==> src/rtl/frame_capture_pkg.sv <==
// Shared types and register map for the frame capture controller.
package frame_capture_pkg;

  typedef enum logic [1:0] {
    IDLE    = 2'd0,
    ARMED   = 2'd1,
    CAPTURE = 2'd2,
    DRAIN   = 2'd3
  } state_t;

  localparam logic [1:0] REG_CONTROL     = 2'd0;
  localparam logic [1:0] REG_STATUS      = 2'd1;
  localparam logic [1:0] REG_PIXEL_COUNT = 2'd2;
  localparam logic [1:0] REG_FRAME_COUNT = 2'd3;

  localparam int CTRL_ARM    = 0;
  localparam int CTRL_CONT   = 1;
  localparam int CTRL_IRQ_EN = 2;
  localparam int CTRL_ABORT  = 3;

  localparam int STAT_DONE  = 2;
  localparam int STAT_SHORT = 3;
  localparam int STAT_LONG  = 4;

endpackage

==> src/rtl/frame_capture_regs.sv <==
// Avalon-MM register file: control bits, command pulses, sticky W1C status and counters.
module frame_capture_regs
  import frame_capture_pkg::*;
(
  input  logic        clock,
  input  logic        reset,
  input  logic [1:0]  mm_address,
  input  logic        mm_read,
  input  logic        mm_write,
  input  logic [31:0] mm_writedata,
  output logic [31:0] mm_readdata,
  input  state_t      state,
  input  logic        frame_done,
  input  logic        short_set,
  input  logic        long_set,
  input  logic [31:0] final_count,
  output logic        arm,
  output logic        abort,
  output logic        continuous,
  output logic        irq_en,
  output logic        frame_irq
);

  logic        ctrl_wr, stat_wr;
  logic        done, short_err, long_err;
  logic [31:0] pixel_count, frame_count;
  logic [31:0] rd_mux;
  logic        unused_wd;

  assign ctrl_wr   = mm_write && (mm_address == REG_CONTROL);
  assign stat_wr   = mm_write && (mm_address == REG_STATUS);
  assign abort     = ctrl_wr & mm_writedata[CTRL_ABORT];
  assign arm       = ctrl_wr & mm_writedata[CTRL_ARM] & ~mm_writedata[CTRL_ABORT];
  assign frame_irq = done & irq_en;
  assign unused_wd = ^mm_writedata[31:5];

  always_comb begin
    rd_mux = '0;
    case (mm_address)
      REG_CONTROL:     rd_mux = {28'b0, 1'b0, irq_en, continuous, 1'b0};
      REG_STATUS:      rd_mux = {27'b0, long_err, short_err, done, state};
      REG_PIXEL_COUNT: rd_mux = pixel_count;
      default:         rd_mux = frame_count;
    endcase
  end

  // Sticky status: a set arriving in the same cycle as its W1C clear wins.
  always_ff @(posedge clock or posedge reset) begin
    if (reset) begin
      continuous  <= 1'b0;
      irq_en      <= 1'b0;
      done        <= 1'b0;
      short_err   <= 1'b0;
      long_err    <= 1'b0;
      pixel_count <= '0;
      frame_count <= '0;
      mm_readdata <= '0;
    end else begin
      if (ctrl_wr) begin
        continuous <= mm_writedata[CTRL_CONT];
        irq_en     <= mm_writedata[CTRL_IRQ_EN];
      end
      done      <= frame_done | (done      & ~(stat_wr & mm_writedata[STAT_DONE]));
      short_err <= short_set  | (short_err & ~(stat_wr & mm_writedata[STAT_SHORT]));
      long_err  <= long_set   | (long_err  & ~(stat_wr & mm_writedata[STAT_LONG]));
      if (frame_done) begin
        pixel_count <= final_count;
        frame_count <= frame_count + 32'd1;
      end
      if (mm_read) mm_readdata <= rd_mux;
    end
  end

endmodule

==> src/rtl/frame_capture_ctrl.sv <==
// Captures SOP-aligned Avalon-ST video frames into the frame buffer and checks frame length.
module frame_capture_ctrl
  import frame_capture_pkg::*;
#(
  parameter int FRAME_PIXELS = 307200,
  parameter int ADDR_W       = 19
) (
  input  logic              clock,
  input  logic              reset,
  input  logic [23:0]       sink_data,
  input  logic              sink_valid,
  output logic              sink_ready,
  input  logic              sink_startofpacket,
  input  logic              sink_endofpacket,
  input  logic [1:0]        mm_address,
  input  logic              mm_read,
  output logic [31:0]       mm_readdata,
  input  logic              mm_write,
  input  logic [31:0]       mm_writedata,
  output logic              buf_wr_en,
  output logic [ADDR_W-1:0] buf_wr_addr,
  output logic [31:0]       buf_wr_data,
  output logic              frame_irq
);

  // One extra bit so the final count can represent FRAME_PIXELS itself.
  localparam int               CNT_W     = ADDR_W + 1;
  localparam logic [CNT_W-1:0] FRAME_LEN = CNT_W'(FRAME_PIXELS);

  state_t           state, state_nxt;
  logic [CNT_W-1:0] cnt, cnt_nxt, beat_idx, beat_nxt, final_cnt;
  logic             take, wr_en, complete, short_set, long_set;
  logic             arm, abort, continuous, irq_en;

  assign sink_ready = 1'b1;
  assign beat_idx   = sink_startofpacket ? '0 : cnt;
  assign beat_nxt   = beat_idx + 1'b1;

  always_comb begin
    state_nxt = state;
    cnt_nxt   = cnt;
    take      = 1'b0;
    wr_en     = 1'b0;
    complete  = 1'b0;
    short_set = 1'b0;
    long_set  = 1'b0;
    final_cnt = beat_nxt;
    case (state)
      IDLE:    if (arm) state_nxt = ARMED;
      ARMED:   take = sink_valid & sink_startofpacket;
      CAPTURE: begin
        take      = sink_valid;
        short_set = sink_valid & sink_startofpacket;
      end
      DRAIN: begin
        final_cnt = FRAME_LEN;
        complete  = sink_valid & sink_endofpacket;
      end
      default: state_nxt = IDLE;
    endcase
    // SOP always restarts at address 0, so ARMED and CAPTURE share the beat path.
    if (take) begin
      wr_en = 1'b1;
      if (sink_endofpacket) begin
        complete = 1'b1;
        if (beat_nxt < FRAME_LEN) short_set = 1'b1;
      end else if (beat_nxt == FRAME_LEN) begin
        long_set  = 1'b1;
        state_nxt = DRAIN;
      end else begin
        cnt_nxt   = beat_nxt;
        state_nxt = CAPTURE;
      end
    end
    if (complete) state_nxt = continuous ? ARMED : IDLE;
    if (abort) begin
      state_nxt = IDLE;
      wr_en     = 1'b0;
      complete  = 1'b0;
      short_set = 1'b0;
      long_set  = 1'b0;
    end
  end

  always_ff @(posedge clock or posedge reset) begin
    if (reset) begin
      state       <= IDLE;
      cnt         <= '0;
      buf_wr_en   <= 1'b0;
      buf_wr_addr <= '0;
      buf_wr_data <= '0;
    end else begin
      state     <= state_nxt;
      cnt       <= cnt_nxt;
      buf_wr_en <= wr_en;
      if (wr_en) begin
        buf_wr_addr <= beat_idx[ADDR_W-1:0];
        buf_wr_data <= {8'b0, sink_data};
      end
    end
  end

  frame_capture_regs u_regs (
    .clock        (clock),
    .reset        (reset),
    .mm_address   (mm_address),
    .mm_read      (mm_read),
    .mm_write     (mm_write),
    .mm_writedata (mm_writedata),
    .mm_readdata  (mm_readdata),
    .state        (state),
    .frame_done   (complete),
    .short_set    (short_set),
    .long_set     (long_set),
    .final_count  (32'(final_cnt)),
    .arm          (arm),
    .abort        (abort),
    .continuous   (continuous),
    .irq_en       (irq_en),
    .frame_irq    (frame_irq)
  );

endmodule

==> config.mk <==
export PLATFORM = sky130hd
export DESIGN_NAME = frame_capture_ctrl
export DESIGN_NICKNAME = d
export VERILOG_FILES = /design/src/rtl/frame_capture_pkg.sv /design/src/rtl/frame_capture_regs.sv /design/src/rtl/frame_capture_ctrl.sv
export SDC_FILE = /design/constraint.sdc
export NUM_CORES = 1
export LEC_CHECK = 0
export CAP_MARGIN = 20
export CORE_MARGIN = 4
export CORE_UTILIZATION = 55
export CTS_CLUSTER_SIZE = 14
export DETAILED_ROUTE_END_ITERATION = 8
export PLACE_DENSITY = 0.95
export SLEW_MARGIN = 10
export SYNTH_ARGS = -nofsm -noshare
export SYNTH_HDL_FRONTEND = slang
export SYNTH_SLANG_ARGS = --single-unit
==> constraint.sdc <==
create_clock -name clock -period 9 [get_ports clock]
set_clock_uncertainty 0.2 [all_clocks]
set_input_delay 0.9 -clock clock [delete_from_list [all_inputs] [get_ports clock]]
set_output_delay 0.9 -clock clock [all_outputs]
set_load 0.1 [all_outputs]
== Yosys cells after proc, flatten, opt, wreduce, memory -nomap -nowiden ==
Index checks and enable logic that the tools add are counted.
Storage, ports and cells
  word-level logic and storage cells: 75
  output and inout port bits: 86
  flip-flop bits (word level): 155
  bits of input ports: 65
Cells by class
  order comparisons: 1
  bitwise gates (word level): 21
  multiplexer cells: 27
  add/subtract/negate cells: 2
  equal/unequal tests: 6
  reductions and logical operators: 5
Operator list (count)
  $pmux W32 S3: 1
  $mux W20: 2
  $add A32 B1 Y32 const B: 1
  $add A20 B1 Y20 const B: 1
  $eq A20 B19 Y1 const B: 1
  $lt A20 B19 Y1 const B: 1
  $mux W1: 17
  $and A1 B1 Y1: 12
  $mux W2: 6
  $eq A2 B2 Y1 const B: 3
  $not A1 Y1: 6
  $eq A2 B1 Y1 const B: 2
  $logic_not A2 Y1: 2
  $or A1 B1 Y1: 3
  $reduce_and A3 Y1: 1
  $logic_and A1 B1 Y1: 2
  $pmux W1 S2: 1

== Logic depth before layout (Yosys ltp) ==
  word-level depth: 10
  depth in mapped cells: 15
  mapped depth without buffers: 10

== Hierarchy ==
Synthesis repeated with hierarchy kept, for this count alone.
Unflattened totals
  cell total of the unflattened synthesis: 776
  area total of the unflattened synthesis: 8087.8 µm²
By module, submodules not included
  frame_capture_regs: area an instance 4390.5 µm², cells each 350, times used 1, seq. area each 2527.4 µm²
  frame_capture_ctrl: area an instance 3697.3 µm², cells each 426, times used 1, seq. area each 1651.6 µm²

== Worst setup path after synthesis ==
No wires, ideal clock.
  path kind: input to register
  start: in sink_startofpacket
  end: reg cnt[10]
  arrival: 3.735 ns
  setup time: 0.128 ns
  stages: 14
  setup slack: 4.937 ns
  cells stage by stage: clkbuf_1 -> clkbuf_1 -> clkbuf_1 -> nor2b_1 -> ha_1 -> clkbuf_1 -> nand3_1 -> or4_1 -> o21ai_0 -> nor4_1 -> and3_1 -> a31oi_4 -> buf_6 -> mux2_1
On the way
  cells in the longest elaborated chain, start to end: 5
  elaborated cells between the ends (all ways): 7
  those cells by class: add/sub: 1; eq/ne: 1; mux: 2; bitwise: 2; reduce/logical: 1
RTL lines
  from (decl): RTL line frame_capture_ctrl.sv:13  | input logic sink_startofpacket,
  $mux W20 *: RTL line frame_capture_ctrl.sv:36  | assign beat_idx = sink_startofpacket ? '0 : cnt;
  named net beat_idx[0]: RTL line frame_capture_ctrl.sv:31  | logic [CNT_W-1:0] cnt, cnt_nxt, beat_idx, beat_nxt, final_cnt;
  $add A20 B1 Y20 *: RTL line frame_capture_ctrl.sv:37  | assign beat_nxt = beat_idx + 1'b1;
  $eq A20 B19 Y1: RTL line frame_capture_ctrl.sv:67  | end else if (beat_nxt == FRAME_LEN) begin
  $not A1 Y1 (no line)
  $reduce_and A3 Y1 (no line)
  to (signal assigned): RTL line frame_capture_ctrl.sv:94  | cnt <= cnt_nxt;
  to (decl): RTL line frame_capture_ctrl.sv:31
The timed path passes the listed nets; every way through them passes the cells marked *.
A chain may end at the register's enable or synchronous reset.

== Worst setup path after layout ==
  start: in sink_startofpacket
  end: reg cnt[6]
The elaborated chain is that of the path after synthesis.

==> impl_summary.md <==
Placed design
Port buffering added 114 buffers. The worst-case setup slack after placement is 3.94 ns. The congestion estimate from routability-driven global placement came to 0.895. The number of placed instances, taps included, is 989. Summed over all nets, the half-perimeter wirelength after detailed placement is 11.5 mm. The placed cell area is 0.00847 mm^2.

Clock tree
For this design, the CTS-stage hold fixing added 0 buffers. The buffer depth of the longest clock path is 2. The setup fix buffers added after clock tree synthesis is 0.

After clock tree synthesis, the clock-pin slew on the worst setup and hold paths is 0.06 ns. The count of instances resized after the clock tree is built is 0. The H-tree was split into 4 levels. CTS saw 155 sinks. The CTS tree is done. The total CTS buffers is 17. The buffer type at the clock tree root is clkbuf_16. The clock insertion delay at the later pin of the skew report is 0.42 ns.

Finish
The antenna diode count is 0. Compared with the post-synthesis result, the final layout area differs by 24.5%. The sequential standard cell area is 0.00388 mm^2. The count of filler cells inserted in the layout is 864. Of the cells placed in the final design, the portion with a size suffix greater than 1 is 0.0660.

The post-layout utilization of the core is 0.708. At the end of the flow, the number of nets in the layout was 908. The count of placed standard cells in the final layout, fillers left out is 1,021. The multi-input combinational cell area is 0.00304 mm^2. With fillers left out, the area of the finished cells amounts to 0.00904 mm^2.

Drt
Once detail routing completed, the nets flagged for antenna violations numbered 0. In the routed layout, each cell is associated on average with a via count of 5.59. The first-iteration detailed-routing DRC count is 564. Across all layers, the routed design uses 5,705 vias.

The number of design rule violations left after detail routing is 0. The routed length per instance is 16.4 um. The length of the first detailed-routing pass in iterations is 5. For this block, the routed nets add up to 16.7 mm of wire.

Floorplanning
The die area is 0.0151 mm^2. The starting density of the core is 0.569. 151 I/O pins were placed. The die extent in y is 123 um. The initialized floorplan defines 41 standard-cell rows.

In this run the horizontal extent of the chip is 123 um. The placeable core area is 0.0128 mm^2.

Synthesis
For this run, asynchronously set or reset flops after synthesis account for 1.00. The synthesized design contains 0 enable-type register cells. The main combinational cell family by area after synthesis is simple AND/OR/NAND/NOR gates. The synthesized design contains 155 register bits. The fraction of the mapped netlist area in adder cells is 0.0103. The post-synth design cell area is 0.00726 mm^2. The netlist uses 62 different library cells. The simple-gate portion of the synthesized area is 0.197. The share of the Yosys chip area taken by registers is 0.534.

The synthesized instance count is 738. The mux cell area share after synthesis is 0.0546. The mean post-synth cell area is 9.84 um^2. The count of warnings emitted by yosys is 0. Among all flip-flop cells after synthesis, the most frequent one is dfrtp_1. The fraction of the mapped netlist area in compound gates is 0.0930.

The XOR/XNOR share of the synthesized area is 0.0591.

Timing
The final-report hold violation count is 0. Counting I/O delays and the setup requirement, the final critical path takes 4.74 ns. Timing would allow up to 211 MHz.

The portion of the clock cycle consumed by the worst path in the final layout is 0.527. The count of pins over their slew limit came to 0. Setup repair after global routing left no endpoint under its margin. The final-layout worst hold slack is 0.267 ns.

The minimum setup slack in the final design is 4.26 ns. After routing, the total negative slack on setup checks comes to 0 ns. The remaining max-slew budget at the tightest pin is 0.325. The transition at the pin with the smallest max-transition slack is 1.01 ns. Setup violations remaining at the end of the flow were counted as 0.

Setup path
The critical path contains buffers and inverters numbering 2 combined. Data arrives at the worst endpoint at 4.87 ns. The class of the most critical setup path is input pin to flop.

The required time at the worst-slack endpoint is 9.13 ns. Along the worst path, the maximum fanout reaches 48. STA classifies the critical path endpoint as a flop.

The critical path goes through clkdlybuf4s50_1 > buf_4 > nor2b_1 > ha_1 > nand2b_1 > nor4_2 > a211oi_1 > a311oi_2 > a21oi_1 > a31oi_4 > nand2b_1 > o31ai_1. On the critical path, the stage with the largest delay is an instance of a31oi_4. The biggest cell delay along the critical path is 0.66 ns. In this design, the critical path's most frequently occurring cell is nand2b_1.

The dominant delay contributor by cell family on the critical path is compound AO/OA/AOI/OAI gates. The kind of start point of the critical path is an input pin.

Global routing
Entering global routing, the biggest net connects 90 pins. The all-layer global routing usage is 0.234. The first global-routing pass estimated 27.6 mm of wire. The initial antenna violation count is 0.

Global routing finished with a remaining overflow of 0. The via count of the first global-routing pass is 5,430.

Hold path
The path class of the tightest hold or removal check is flop to flop.

Power and ir drop
The power density relative to cell area is 281 mW/mm^2. Across the VDD grid, the largest voltage drop is 290 uV. The cell leakage power is 4.07 nW. The overall power consumption is 2.54 mW.

Status
The run finished with clean final reports.

Run
The count of max-cap constraint violations is 0.
-- final cells by class --
class	count	share of cell area
clock buffer	23	0.0540
tap	172	0.0238
sequential	155	0.429
multi-input combinational	504	0.336
timing repair buffer	121	0.134
clock inverter	8	0.00678
inverter	38	0.0163
-- synth_stat cells, types with 6 or more instances --
cell | instances | area share
nand2b_1 | 12 | 0.010
a21oi_1 | 12 | 0.0083
clkbuf_1 | 29 | 0.015
nor2_1 | 35 | 0.018
mux2i_1 | 16 | 0.022
nand4_1 | 11 | 0.0095
nand3_1 | 23 | 0.016
xor2_1 | 16 | 0.019
o22ai_1 | 16 | 0.014
and3_1 | 7 | 0.0060
mux2_2 | 8 | 0.012
ha_1 | 6 | 0.010
buf_4 | 10 | 0.010
inv_1 | 37 | 0.019
mux2_1 | 9 | 0.014
nand2_1 | 171 | 0.088
dfrtp_1 | 155 | 0.53
xnor2_1 | 33 | 0.040
o21ai_0 | 33 | 0.023
o31ai_1 | 8 | 0.0083
nand3b_1 | 8 | 0.0083
-- worst paths after layout --
| kind | startpoint | end | slack (ns) | cells past startpoint |
|---|---|---|---|---|
| worst max-delay path | sink_startofpacket | cnt[6] | 4.26 | 12 |
| worst min-delay path | buf_wr_addr[7] | buf_wr_addr[7] | 0.27 | 2 |
| worst max register to register | cnt[0] | cnt[6] | 4.95 | 10 |
| worst min register to register | buf_wr_addr[7] | buf_wr_addr[7] | 0.27 | 2 |
| max in group asynchronous | reset | u_regs.frame_count[15] | 6.71 | 4 |
| min in group asynchronous | reset | buf_wr_data[4] | 0.74 | 2 |
-- worst min-delay path, stage by stage, from the launching register on --
cell,delay (ns)
dfrtp_1,0.34
nand2_1,0.05
nand2_1,0.05
-- state kept, by name, summed over array words and instances (netlist names), 2 cells and up --
register	flops
buf_wr_data	24
buf_wr_addr	19
u_regs.pixel_count	20
state	2
u_regs.frame_count	32
cnt	20
u_regs.mm_readdata	32
-- routing by layer --
| metal | vias up | global-route usage | share of wire |
|---|---|---|---|
| li1 | 2676 | - | - |
| met1 | 2779 | 0.315 | 0.41 |
| met2 | 224 | 0.369 | 0.50 |
| met3 | 26 | 0.0663 | 0.066 |
| met4 | 0 | 0.0756 | 0.020 |
| met5 | - | 0 | 0 |
-- cell usage in the layout, fill, tap and decap left out, drive strengths merged, types with 9 or more instances in the layout --
cell	instances
nand4	12
nand2	171
xnor2	33
a21oi	12
dfrtp	155
nand2b	12
o22ai	16
mux2i	16
mux2	17
nor2	35
nand3	24
inv	40
clkbuf	23
clkdlybuf4s50	114
conb	9
xor2	16
o21ai	36
-- power by group --
part / switching [mW] / leakage (nW) / internal (mW)
Sequential: 0.0835 / 2.07 / 0.813
Clock: 0.278 / 0.258 / 0.382
Combinational: 0.748 / 1.74 / 0.237
Total: 1.11 / 4.07 / 1.43
-- kinds of logic (layout without fill, tap and decap cells) --
kind of cell / after synthesis / in the layout
simple gates: 303 / 303
flops: 155 / 155
compound gates: 102 / 102
buf+inv: 86 / 190
xor+xnor: 49 / 49
mux: 35 / 35
fa+ha+maj: 6 / 6
other cells: 2 / 9
Power figures use the tool's default switching activity.
